===== src/rtl/bus_xfer_seq_if.sv =====
// Handshake and strobe bundle between the instruction-decode side and the bus transfer sequencer.
// master = request producer; slave = the sequencer itself.
interface bus_xfer_seq_if #(
    parameter int NUM_REGS = 8
);
    localparam int IDW = (NUM_REGS > 1) ? $clog2(NUM_REGS) : 1;

    logic                req_valid;
    logic                req_ready;
    logic [IDW-1:0]      req_src;
    logic [IDW-1:0]      req_dst;
    logic [1:0]          req_cond;
    logic [15:0]         psw_in;
    logic                flush;
    logic [NUM_REGS-1:0] enable;
    logic [NUM_REGS-1:0] latch;
    logic                busy;
    logic                done;
    logic                skipped;

    modport master (
        output req_valid, req_src, req_dst, req_cond, psw_in, flush,
        input  req_ready, enable, latch, busy, done, skipped
    );

    modport slave (
        input  req_valid, req_src, req_dst, req_cond, psw_in, flush,
        output req_ready, enable, latch, busy, done, skipped
    );
endinterface


===== src/rtl/bus_xfer_seq.sv =====
// Queued register-to-register transfer sequencer for the shared DATA bus: one-hot source
// drive (enable) and destination capture (latch) strobes, optionally gated on PSW flags.
module bus_xfer_seq #(
    parameter int NUM_REGS   = 8,
    parameter int FIFO_DEPTH = 4
) (
    input  logic          clk,
    input  logic          reset,
    bus_xfer_seq_if.slave bus
);
    localparam int IDW = (NUM_REGS > 1) ? $clog2(NUM_REGS) : 1;
    localparam int PW  = $clog2(FIFO_DEPTH);
    localparam int EW  = 2 * IDW + 2;
    localparam logic [PW:0] DEPTH_C = (PW + 1)'(FIFO_DEPTH);

    typedef enum logic [1:0] {
        ST_IDLE  = 2'd0,
        ST_DRIVE = 2'd1,
        ST_LATCH = 2'd2
    } state_t;

    function automatic logic cond_met(input logic [1:0] cond, input logic [1:0] flags);
        logic met;
        case (cond)
            2'b00:   met = 1'b1;
            2'b01:   met = flags[0];
            2'b10:   met = flags[1];
            2'b11:   met = ~flags[0];
            default: met = 1'b0;
        endcase
        return met;
    endfunction

    function automatic logic [NUM_REGS-1:0] onehot(input logic [IDW-1:0] id);
        logic [NUM_REGS-1:0] vec;
        vec     = {NUM_REGS{1'b0}};
        vec[id] = 1'b1;
        return vec;
    endfunction

    state_t              state_r;
    logic [EW-1:0]       fifo_mem_r [FIFO_DEPTH];
    logic [PW-1:0]       wr_ptr_r;
    logic [PW-1:0]       rd_ptr_r;
    logic [PW:0]         count_r;
    logic [IDW-1:0]      cur_dst_r;
    logic [NUM_REGS-1:0] enable_r;
    logic [NUM_REGS-1:0] latch_r;
    logic                done_r;
    logic                skipped_r;

    logic [EW-1:0]       head_s;
    logic [IDW-1:0]      head_src_s;
    logic [IDW-1:0]      head_dst_s;
    logic [1:0]          head_cond_s;
    logic                full_s;
    logic                empty_s;
    logic                push_s;
    logic                pop_s;
    logic                go_s;

    // Head-of-queue decode and push/pop qualification; flush suppresses both
    always_comb begin
        head_s      = fifo_mem_r[rd_ptr_r];
        head_src_s  = head_s[EW-1 -: IDW];
        head_dst_s  = head_s[IDW+1 : 2];
        head_cond_s = head_s[1:0];
        full_s      = (count_r == DEPTH_C);
        empty_s     = (count_r == {(PW+1){1'b0}});
        push_s      = bus.req_valid && !full_s && !bus.flush;
        if ((state_r == ST_IDLE) && !empty_s && !bus.flush) begin
            pop_s = 1'b1;
        end else begin
            pop_s = 1'b0;
        end
        go_s = cond_met(head_cond_s, bus.psw_in[1:0]) && (head_src_s != head_dst_s);
    end

    // Request queue: circular buffer with wrapping pointers and occupancy count
    always_ff @(posedge clk or negedge reset) begin
        if (!reset) begin
            wr_ptr_r <= {PW{1'b0}};
            rd_ptr_r <= {PW{1'b0}};
            count_r  <= {(PW+1){1'b0}};
            for (int i = 0; i < FIFO_DEPTH; i++) begin
                fifo_mem_r[i] <= {EW{1'b0}};
            end
        end else if (bus.flush) begin
            wr_ptr_r <= {PW{1'b0}};
            rd_ptr_r <= {PW{1'b0}};
            count_r  <= {(PW+1){1'b0}};
        end else begin
            if (push_s) begin
                fifo_mem_r[wr_ptr_r] <= {bus.req_src, bus.req_dst, bus.req_cond};
                wr_ptr_r             <= wr_ptr_r + PW'(1);
            end
            if (pop_s) begin
                rd_ptr_r <= rd_ptr_r + PW'(1);
            end
            case ({push_s, pop_s})
                2'b10:   count_r <= count_r + (PW + 1)'(1);
                2'b01:   count_r <= count_r - (PW + 1)'(1);
                default: count_r <= count_r;
            endcase
        end
    end

    // Transfer FSM: IDLE evaluates and pops the head, DRIVE settles the bus, LATCH captures
    always_ff @(posedge clk or negedge reset) begin
        if (!reset) begin
            state_r   <= ST_IDLE;
            enable_r  <= {NUM_REGS{1'b0}};
            latch_r   <= {NUM_REGS{1'b0}};
            cur_dst_r <= {IDW{1'b0}};
            done_r    <= 1'b0;
            skipped_r <= 1'b0;
        end else if (bus.flush) begin
            state_r   <= ST_IDLE;
            enable_r  <= {NUM_REGS{1'b0}};
            latch_r   <= {NUM_REGS{1'b0}};
            done_r    <= 1'b0;
            skipped_r <= 1'b0;
        end else begin
            done_r    <= 1'b0;
            skipped_r <= 1'b0;
            case (state_r)
                ST_IDLE: begin
                    latch_r <= {NUM_REGS{1'b0}};
                    if (pop_s && go_s) begin
                        state_r   <= ST_DRIVE;
                        enable_r  <= onehot(head_src_s);
                        cur_dst_r <= head_dst_s;
                    end else begin
                        state_r   <= ST_IDLE;
                        enable_r  <= {NUM_REGS{1'b0}};
                        skipped_r <= pop_s;
                    end
                end
                ST_DRIVE: begin
                    state_r <= ST_LATCH;
                    latch_r <= onehot(cur_dst_r);
                end
                ST_LATCH: begin
                    state_r  <= ST_IDLE;
                    enable_r <= {NUM_REGS{1'b0}};
                    latch_r  <= {NUM_REGS{1'b0}};
                    done_r   <= 1'b1;
                end
                default: begin
                    state_r  <= ST_IDLE;
                    enable_r <= {NUM_REGS{1'b0}};
                    latch_r  <= {NUM_REGS{1'b0}};
                end
            endcase
        end
    end

    assign bus.enable    = enable_r;
    assign bus.latch     = latch_r;
    assign bus.done      = done_r;
    assign bus.skipped   = skipped_r;
    assign bus.req_ready = !full_s;
    assign bus.busy      = (state_r != ST_IDLE) || !empty_s;
endmodule


===== src/flat_wrapper.sv =====
// flat-port wrapper written by rule: the top's interface ports become plain ports
module bus_xfer_seq_flat 
#(
    parameter int NUM_REGS   = 8,
    parameter int FIFO_DEPTH = 4
)
  (clk, reset, bus_req_valid, bus_req_src, bus_req_dst, bus_req_cond, bus_psw_in, bus_flush, bus_req_ready, bus_enable, bus_latch, bus_busy, bus_done, bus_skipped);
  bus_xfer_seq_if #(.NUM_REGS(NUM_REGS)) bus_i ();
  input  logic clk;
  input  logic reset;
  input wire logic [$bits(bus_i.req_valid)-1:0] bus_req_valid;
  input wire logic [$bits(bus_i.req_src)-1:0] bus_req_src;
  input wire logic [$bits(bus_i.req_dst)-1:0] bus_req_dst;
  input wire logic [$bits(bus_i.req_cond)-1:0] bus_req_cond;
  input wire logic [$bits(bus_i.psw_in)-1:0] bus_psw_in;
  input wire logic [$bits(bus_i.flush)-1:0] bus_flush;
  output wire logic [$bits(bus_i.req_ready)-1:0] bus_req_ready;
  output wire logic [$bits(bus_i.enable)-1:0] bus_enable;
  output wire logic [$bits(bus_i.latch)-1:0] bus_latch;
  output wire logic [$bits(bus_i.busy)-1:0] bus_busy;
  output wire logic [$bits(bus_i.done)-1:0] bus_done;
  output wire logic [$bits(bus_i.skipped)-1:0] bus_skipped;
  assign bus_i.req_valid = bus_req_valid;
  assign bus_i.req_src = bus_req_src;
  assign bus_i.req_dst = bus_req_dst;
  assign bus_i.req_cond = bus_req_cond;
  assign bus_i.psw_in = bus_psw_in;
  assign bus_i.flush = bus_flush;
  assign bus_req_ready = bus_i.req_ready;
  assign bus_enable = bus_i.enable;
  assign bus_latch = bus_i.latch;
  assign bus_busy = bus_i.busy;
  assign bus_done = bus_i.done;
  assign bus_skipped = bus_i.skipped;
  bus_xfer_seq #(.NUM_REGS(NUM_REGS), .FIFO_DEPTH(FIFO_DEPTH)) u_core (.clk(clk), .reset(reset), .bus(bus_i));
endmodule

===== config.mk =====
export PLATFORM = sky130hd
export DESIGN_NAME = bus_xfer_seq_flat
export DESIGN_NICKNAME = d
export VERILOG_FILES = /design/src/rtl/bus_xfer_seq_if.sv /design/src/rtl/bus_xfer_seq.sv /design/src/flat_wrapper.sv
export SDC_FILE = /design/constraint.sdc
export NUM_CORES = 1
export LEC_CHECK = 0
export CORE_MARGIN = 10
export CORE_UTILIZATION = 35
export CTS_CLUSTER_SIZE = 20
export DETAILED_ROUTE_END_ITERATION = 12
export GPL_TIMING_DRIVEN = 1
export PLACE_DENSITY_LB_ADDON = 0.25
export SLEW_MARGIN = 20
export SYNTH_ARGS = -nofsm -noshare
export SYNTH_HDL_FRONTEND = slang
export SYNTH_SLANG_ARGS = --single-unit

===== constraint.sdc =====
create_clock -name clk -period 2.45 [get_ports clk]
set_clock_uncertainty 0.15 [all_clocks]
set_input_delay 0.245 -clock clk [delete_from_list [all_inputs] [get_ports clk]]
set_output_delay 0.245 -clock clk [all_outputs]
set_load 0.005 [all_outputs]

Word level (Yosys, flattened, before mapping)
Cells that the tools add are included.

storage, ports and cells
  register bits after elaboration = 62
  input port bits = 28
  logic and storage cells = 91

cells by class
  $add $sub $neg = 4
  order comparisons = 7
  equal/unequal tests = 10
  mux-type cells = 31
  bitwise logic cells = 4
  reduce and logical (&&, ||, !) cells = 22

operator list
  cell                   number
  $mux W8                7
  $bwmux W32             1
  $bmux W8 S2            1
  $demux W8 S2           1
  $pmux W8 S2            1
  $mux W2                5
  $logic_and A1 B1 Y1    9
  $mux W1                9
  $eq A2 B2 Y1 const B   4
  $lt A3 B4 Y1 const B   2
  $demux W1 S3           2
  $eq A2 B1 Y1 const B   3
  $ge A3 B1 Y1 const B   2
  $ge A3 B3 Y1 const B   2
  $not A2 Y3             2
  $pmux W3 S2            1
  $reduce_bool A2 Y1     3
  $add A2 B1 Y2 const B  2
  $logic_not A2 Y1       2
  $pmux W1 S4            1
  $pmux W2 S2            1
  $add A3 B1 Y3 const B  1
  $eq A3 B3 Y1 const B   1
  $logic_not A1 Y1       3
  11 further kinds       12

Longest topological paths before layout
Gate-level depths: netlist of the first run.

  word-level depth = 11
  depth in mapped cells = 8
  depth with buffers taken out = 8

Worst setup path after synthesis of the first run
Ideal clock, no wire load.

  kind = register to register
  start point = register u_core.count_r[0]
  end point = register u_core.count_r[2]
  library setup time = 78 ps
  data arrival time = 2070 ps
  data required time = 2222 ps
  setup slack = 152 ps
  stages on the path, launching flop included = 9
  buffers on the path = 0
  cells stage by stage = dfrtp_1 > nor3_1 > nor3_1 > nand2b_1 > a21oi_1 > fa_1 > or3b_1 > a21o_1 > a21oi_1

between the ends
  cells in the longest elaborated chain, start to end = 8

ends and longest elaborated chain
  what                                                 line                 source
  from (decl)                                          bus_xfer_seq.sv:45   logic [PW:0] count_r;
  from (signal assigned)                               bus_xfer_seq.sv:84   count_r <= {(PW+1){1'b0}};
  from (signal assigned)                               bus_xfer_seq.sv:91   count_r <= {(PW+1){1'b0}};
  from (signal assigned)                               bus_xfer_seq.sv:101  2'b10: count_r <= count_r + (PW + 1)'(1);
  $logic_not A3 Y1                                     bus_xfer_seq.sv:69   empty_s = (count_r == {(PW+1){1'b0}});
  $logic_not A1 Y1                                     bus_xfer_seq.sv:71   if ((state_r == ST_IDLE) && !empty_s && !bus.flush) begin
  $logic_and A1 B1 Y1 (2 in series)                    bus_xfer_seq.sv:71
  $mux W1                                              bus_xfer_seq.sv:71
  $eq A2 B1 Y1 / $eq A2 B2 Y1 (equally long branches)  bus_xfer_seq.sv:100  case ({push_s, pop_s})
  $pmux W3 S2                                          bus_xfer_seq.sv:100
  $mux W3                                              bus_xfer_seq.sv:88   end else if (bus.flush) begin

Several ways; a longest one is shown, not always the timed one.
A chain may end at the register's enable or synchronous reset.

Worst setup path after layout of the first run
  start point = register u_core.rd_ptr_r[0]
  end point = register u_core.enable_r[2] (netlist: u_core.bus.enable[2])

between the ends
  cells in the longest elaborated chain, start to end = 11

ends and longest elaborated chain
  what                                                                             line                                    source
  from (decl)                                                                      bus_xfer_seq.sv:44                      logic [PW-1:0] rd_ptr_r;
  from (signal assigned)                                                           bus_xfer_seq.sv:83                      rd_ptr_r <= {PW{1'b0}};
  from (signal assigned)                                                           bus_xfer_seq.sv:90                      rd_ptr_r <= {PW{1'b0}};
  from (signal assigned)                                                           bus_xfer_seq.sv:98                      rd_ptr_r <= rd_ptr_r + PW'(1);
  $not A2 Y3 (implied by the code) (*)                                             bus_xfer_seq.sv:64                      head_s = fifo_mem_r[rd_ptr_r];
  $bmux W8 S2 (*)                                                                  bus_xfer_seq.sv:64
  $mux W8 (implied by the code) (*) (2 in series)                                  bus_xfer_seq.sv:64
  $lt A3 B4 Y1 (implied by the code), or another cell as far along                 bus_xfer_seq.sv:37                      vec[id] = 1'b1;
  $logic_and A1 B1 Y1 (implied by the code) / $pmux W1 S4 (equally long branches)  bus_xfer_seq.sv:37, bus_xfer_seq.sv:24
  $mux W1 (implied by the code) / $logic_and A1 B1 Y1 (equally long branches)      bus_xfer_seq.sv:37, bus_xfer_seq.sv:76
  $demux W1 S3 / $logic_and A1 B1 Y1 (equally long branches)                       --
  $mux W8 (*)                                                                      bus_xfer_seq.sv:129                     if (pop_s && go_s) begin
  $pmux W8 S2 (*)                                                                  bus_xfer_seq.sv:126                     case (state_r)
  $mux W8 (*)                                                                      bus_xfer_seq.sv:117                     end else if (bus.flush) begin
  to (signal assigned)                                                             bus_xfer_seq.sv:119                     enable_r <= {NUM_REGS{1'b0}};
  to (signal assigned)                                                             bus_xfer_seq.sv:131                     enable_r <= onehot(head_src_s);
  to (signal assigned)                                                             bus_xfer_seq.sv:135                     enable_r <= {NUM_REGS{1'b0}};
  to (decl)                                                                        bus_xfer_seq.sv:47                      logic [NUM_REGS-1:0] enable_r;

Mark *: on every way between the ends. The rest lies on a longest branch, timed or not. The select of a mux whose other input is x is not followed.

==> impl_metrics.toml, run 1 <==
[synth]
ys_seq_elements = 62
avgSynthCellArea_um2 = 14.2
synth_top_family_by_area = "multiplexers"
synth_edf_count = 0
ys_seq_area_frac = 0.575
synthMuxAreaShare = 0.221
yosys_warnings = 0
syn_nets = 223
netlist_instances = 190
yosys.area.top_type = "dfrtp_1"
synth_fa_ha_area_frac = 0.0259
ys.flop_type = "dfrtp_1"
synth_compound_area_frac = 0.0408
synth_top_area_share = 0.575
yosysUniqueCellTypes = 32
synth_area_leaders = "dfrtp_1, mux2_2, mux4_2"
synthXorXnorAreaFrac = 0.0292
ys_async_sr_fraction = 1.00
netlist_area_mm2 = 0.00270
synthSimpleGateAreaFrac = 0.0880

[power]
combPwrFrac = 0.400
vdd_ir_drop_max_v = 0.000447
total_leakage_power_uw = 0.00153
seq_power_share = 0.410
p_int_uw = 2610
totalPowerFinal_uw = 3860
p_per_area_mw_per_mm2 = 1130
p_sw_uw = 1250
p_clk_frac = 0.190
swShare = 0.324

[setup_path]
crit_required_ps = 2530
r2r-start = "u_core.rd_ptr_r[0]"
critPathKind = "reg2reg"
critPathMaxStageDelay_ps = 520
cp_max_fo = 8
start_kind = "flip-flop"
cp_cell_sequence = "buf_4 > mux4_2 > xor2_1 > nor3_2 > nor3_4 > buf_4 > a32o_1"
cpMostUsedCell = "buf_4"
crit_start = "u_core.rd_ptr_r[0]"
cp_data_arrival_time_ps = 2420
crit_slowest_cell = "mux4_2"
crit_path_end_kind = "flip-flop"

[sta]
finalHoldViolations = 0
tightest_slew_ps = 532
setup_tns_ps = 0
slew_violations = 0
slew_headroom = 0.646
fin_crit_ps = 2350
fin_crit_sh = 0.958
max_freq_mhz = 426
rsz0062_at_grt = "false"
setup_viol = 0

[finish]
drive_above_1_share = 0.276
multi_input_area_mm2 = 0.00110
ff_latch_area_mm2 = 0.00155
layout_commonest_cell = "dfrtp_1"
diodes = 0
fin_util = 0.464
fillers = 705
area_growth_pct = 26.6
layout_common_cells = "dfrtp_1, clkdlybuf4s50_1, mux2_2"
nets = 280

[placed_design]
portBuffers = 33
place_hpwl_mm = 3.76
place_congestion = 0.777

[clock_tree]
cts.clk_slew.worst_paths_ps = 60
ctsRootBufferMaster = "clkbuf_8"
cts_buffer_depth = 2
tritoncts = "built"
clock_latency_ps = 340
h-tree-depth = 3
cts.sinks = 62
numCtsBuffers = 9

[routing]
finalWirelength_mm = 5.16
drtIter0Drc = 52
vias = 1674
wl_per_cell_um = 14.8
viasPerCell = 4.80
ant_nets = 0
drc = 0
drt_first_pass_iters = 4

[floorplan]
start_util = 0.366
die_area_mm2 = 0.0116
io_pins = 48
die_x_um = 108
core.rowCount = 31
core_area_mm2 = 0.00737
die_height_um = 108

[run_status]
status = "completed"

[worst_hold_path]
hold_class = "in2async"

[global_routing]
antenna_found_initial = 0
grt_util_all_layers = 0.0964
grt_overflow = 0
grt_pass1_vias = 1713
grt_max_degree = 40
grt_pass1_wl_mm = 8.49

[run]
max-cap-violations = 0
==> final timing paths <==
check	slack (ps)	depth (start not counted)	end
max	100	7	u_core.bus.enable[2]
min	260	2	u_core.bus.latch[6]
max reg2reg	100	7	u_core.bus.enable[2]
min reg2reg	340	1	u_core.fifo_mem_r[1]
max in group asynchronous	1300	3	u_core.fifo_mem_r[30]
min in group clk	340	1	u_core.fifo_mem_r[1]
==> worst max-delay path: cells and delay by family (launching register included) <==
family | cells | cell delay, ps
buffers and inverters | 2 | 340
AOI/OAI and AO/OA | 1 | 250
and+or+nand+nor | 2 | 380
DFF | 1 | 420
xor gates and xnor gates | 1 | 180
muxes | 1 | 520
==> flip-flops by register name (all words and copies together), names as in the netlist <==
signal,cells
u_core.wr_ptr_r,2
u_core.bus.enable,8
u_core.bus.latch,8
u_core.state_r,2
u_core.fifo_mem_r,32
u_core.bus.done,1
u_core.rd_ptr_r,2
u_core.count_r,3
u_core.bus.skipped,1
u_core.cur_dst_r,3
==> metrics by stage <==
| step | setup WS [ps] | instances | cell area, um2 | hold slack, ps |
|---|---|---|---|---|
| finish | 103 | 349 | 3420 | 264 |
| global route | 1.71 | 349 | 3420 | 319 |
| CTS | 103 | 349 | 3420 | 273 |
| detailed placement | -212 | 333 | 3240 | 112 |
| global placement | -158 | 333 | 3240 | 107 |
| floorplan | 152 | 190 | 2700 | -201 |
==> per-layer routing <==
| layer | share of wire | global-route usage | vias up | routed length [um] |
|---|---|---|---|---|
| met3 | 0.076 | 0.0437 | 7 | 391 |
| li1 | - | - | 797 | - |
| met5 | 0 | 0 | - | 0 |
| met1 | 0.46 | 0.118 | 828 | 2370 |
| met4 | 0.015 | 0.0515 | 0 | 79 |
| met2 | 0.45 | 0.139 | 42 | 2320 |
==> kinds of logic after synthesis <==
logic type                 after synthesis
AOI/OAI and AO/OA                       14
xor gates and xnor gates                 9
adders and majority gates                5
buffers and inverters                    9
DFF                                     62
muxes                                   44
and+or+nand+nor                         47
==> timing repair <==
item,4_1_cts,5_1_grt
hold buffers,1,0
pin swaps,1,1
hold endpoints to repair,23,0
endpoints found under the setup margin,11,4
setup buffers,1,0
gates resized for setup,2,0
==> power groups by stage <==
stage	clock network, uW	logic, uW	registers [uW]
4_1_cts	769	1580	1590
2_1_floorplan	0	1090	1540
3_5_place_dp	0	1530	1600
5_1_grt	806	1720	1630
6_report	733	1550	1580
3_3_place_gp	0	1500	1600
==> cell type report <==
type | instances | share of cell area
sequential | 62 | 0.454
multi-input combinational | 119 | 0.322
timing repair buffer | 50 | 0.137
clock buffer | 12 | 0.0424
tap | 99 | 0.0362
inverter | 5 | 0.00549
clock inverter | 2 | 0.00293
==> synth_stat cells, types with 2 or more instances <==
| cell | instances |
|---|---|
| ha_1 | 4 |
| a21oi_1 | 5 |
| dfrtp_1 | 62 |
| nor2_1 | 14 |
| or3b_1 | 2 |
| nand3_1 | 2 |
| mux4_2 | 6 |
| buf_6 | 3 |
| inv_1 | 4 |
| mux2_1 | 6 |
| nand2b_1 | 3 |
| nor3_1 | 6 |
| nor2b_1 | 2 |
| a22o_1 | 2 |
| mux4_1 | 2 |
| nor3_2 | 2 |
| nand2_1 | 11 |
| xnor2_1 | 4 |
| a32o_1 | 6 |
| xor2_1 | 5 |
| mux2_2 | 28 |
No activity file was read; power rests on OpenSTA's default activity.
==> run 2, diff against run 1 <==
Settings changed: DONT_BUFFER_PORTS set to 1, PLACE_DENSITY_LB_ADDON 0.25 to not set, SLEW_MARGIN 20 to 15.
==> run 2 against run 1 <==
  * Worst setup slack better by 18 ps
  * Global-route usage is 0.31 points higher
  * Routed wire length grew 3.4%
  * Non-clock buffer count fell by 25
==> impl_metrics.toml, run 2 (synthesis results as in run 1) <==
[routing]
ant_nets = 0
drc = 0
vias = 1594
finalWirelength_mm = 5.34
drt_first_pass_iters = 4
drtIter0Drc = 90
wl_per_cell_um = 16.4
viasPerCell = 4.89

[power]
p_int_uw = 2880
p_sw_uw = 1270
seq_power_share = 0.384
combPwrFrac = 0.348
p_clk_frac = 0.268
swShare = 0.306
p_per_area_mw_per_mm2 = 1260
vdd_ir_drop_max_v = 0.000557
total_leakage_power_uw = 0.00149

[sta]
slew_violations = 0
rsz0062_at_grt = "false"
setup_tns_ps = 0
setup_viol = 0
finalHoldViolations = 0
tightest_slew_ps = 346
whs_ps = 30.3
fin_crit_sh = 0.951
max_freq_mhz = 429
fin_crit_ps = 2330
slew_headroom = 0.769

[setup_path]
r2r_cells = 7
crit_required_ps = 2520
critPathKind = "reg2reg"
crit_path_end_kind = "flip-flop"
cp_max_fo = 12
cp_data_arrival_time_ps = 2400
start_kind = "flip-flop"

[clock_tree]
tritoncts = "built"
cts.sinks = 62
ctsRootBufferMaster = "clkbuf_8"
cts_buffer_depth = 2
cts.clk_slew.worst_paths_ps = 70
numCtsBuffers = 9
h-tree-depth = 3
clock_latency_ps = 340

[finish]
largest_register = "u_core.fifo_mem_r"
largest_register_ffs = 32
area_growth_pct = 21.9
layout_common_cells = "dfrtp_1, mux2_2, nor2_1"
fillers = 688
nets = 255
layout_commonest_cell = "dfrtp_1"
diodes = 0
drive_above_1_share = 0.308

[global_routing]
grt_util_all_layers = 0.0995
antenna_found_initial = 0
grt_overflow = 0
grt_pass1_vias = 1727
grt_pass1_wl_mm = 8.87
grt_max_degree = 63

[floorplan]
start_util = 0.366
io_pins = 48
core.rowCount = 31
core_area_mm2 = 0.00737
die_height_um = 108
die_x_um = 108
die_area_mm2 = 0.0116

[worst_hold_path]
hold_class = "in2reg"
holdPathStages = 3

[placed_design]
place_congestion = 0.716
portBuffers = 0
place_hpwl_mm = 3.66

[run_status]
status = "completed"

[run]
max-cap-violations = 0
run 2: cell count changes in the layout (fill, tap and decap cells not counted), moves of 2 or more:
cell and change:
buf_4 -4, bufinv_16 +3, clkdlybuf4s50_1 -32, clkinv_2 -2
dlygate4sd3_1 +10, nor3_2 +2
run 2: power by group through the flow:
stage	logic (uW)	clock network [uW]	registers (uW)
after global routing	1590	1200	1640
after CTS	1420	1150	1590
after detailed placement	1360	0	1610
after global placement	1330	0	1600
final	1440	1110	1590
after floorplan	1090	0	1540
run 2: critical path, stage by stage (launching register included):
cell and delay [ps]:
dfrtp_1 370, buf_12 160, mux4_2 590, xor2_1 190
nor3_2 70, nor3_2 170, buf_6 180, mux2_1 330
run 2: layout make-up:
cell class	instances	area, um2	area share
Clock buffer	13	159	0.0483
Clock inverter	3	90.1	0.0274
Inverter	5	18.8	0.00570
Multi-Input combinational cell	119	1100	0.333
Sequential cell	62	1550	0.471
Tap cell	99	124	0.0376
Timing Repair Buffer	25	251	0.0764
run 2: layer usage:
layer / wire (um) / part of all wire / vias up / global-route usage
met3: 373 / 0.070 / 8 / 0.0485
li1: - / - / 748 / -
met1: 2460 / 0.46 / 803 / 0.120
met2: 2440 / 0.46 / 35 / 0.150
met5: 0 / 0 / - / 0
met4: 65 / 0.012 / 0 / 0.0382
run 2: what timing repair did:
action | CTS | global route
setup buffers | 0 | 1
endpoints found under the setup margin | 0 | 3
hold buffers | 12 | 0
endpoints found under the hold margin | 103 | 0
resized for setup | 0 | 4
run 2: worst paths after layout:
kind	slack, ps	start	to
min	30	bus_flush	u_core.bus.latch[1]
max in group asynchronous	1600	reset	u_core.fifo_mem_r[0]
max reg2reg	120	u_core.rd_ptr_r[0]	u_core.cur_dst_r[1]
min in group asynchronous	280	reset	u_core.fifo_mem_r[23]
max	120	u_core.rd_ptr_r[0]	u_core.cur_dst_r[1]
min reg2reg	350	u_core.fifo_mem_r[2]	u_core.fifo_mem_r[2]
run 2: through the flow:
| stage | worst slack, ps | utilization | area [um2] | total power [uW] | std cells |
|---|---|---|---|---|---|
| 2_1_floorplan | 152 | - | 2700 | 2630 | 190 |
| 3_3_place_gp | 81.6 | 0.392 | 2890 | 2930 | 297 |
| 3_5_place_dp | 60.4 | 0.392 | 2890 | 2970 | 297 |
| 4_1_cts | 46.9 | 0.444 | 3280 | 4160 | 325 |
| 5_1_grt | 34.8 | 0.447 | 3290 | 4430 | 326 |
| 6_report | 121 | 0.447 | 3290 | 4150 | 326 |
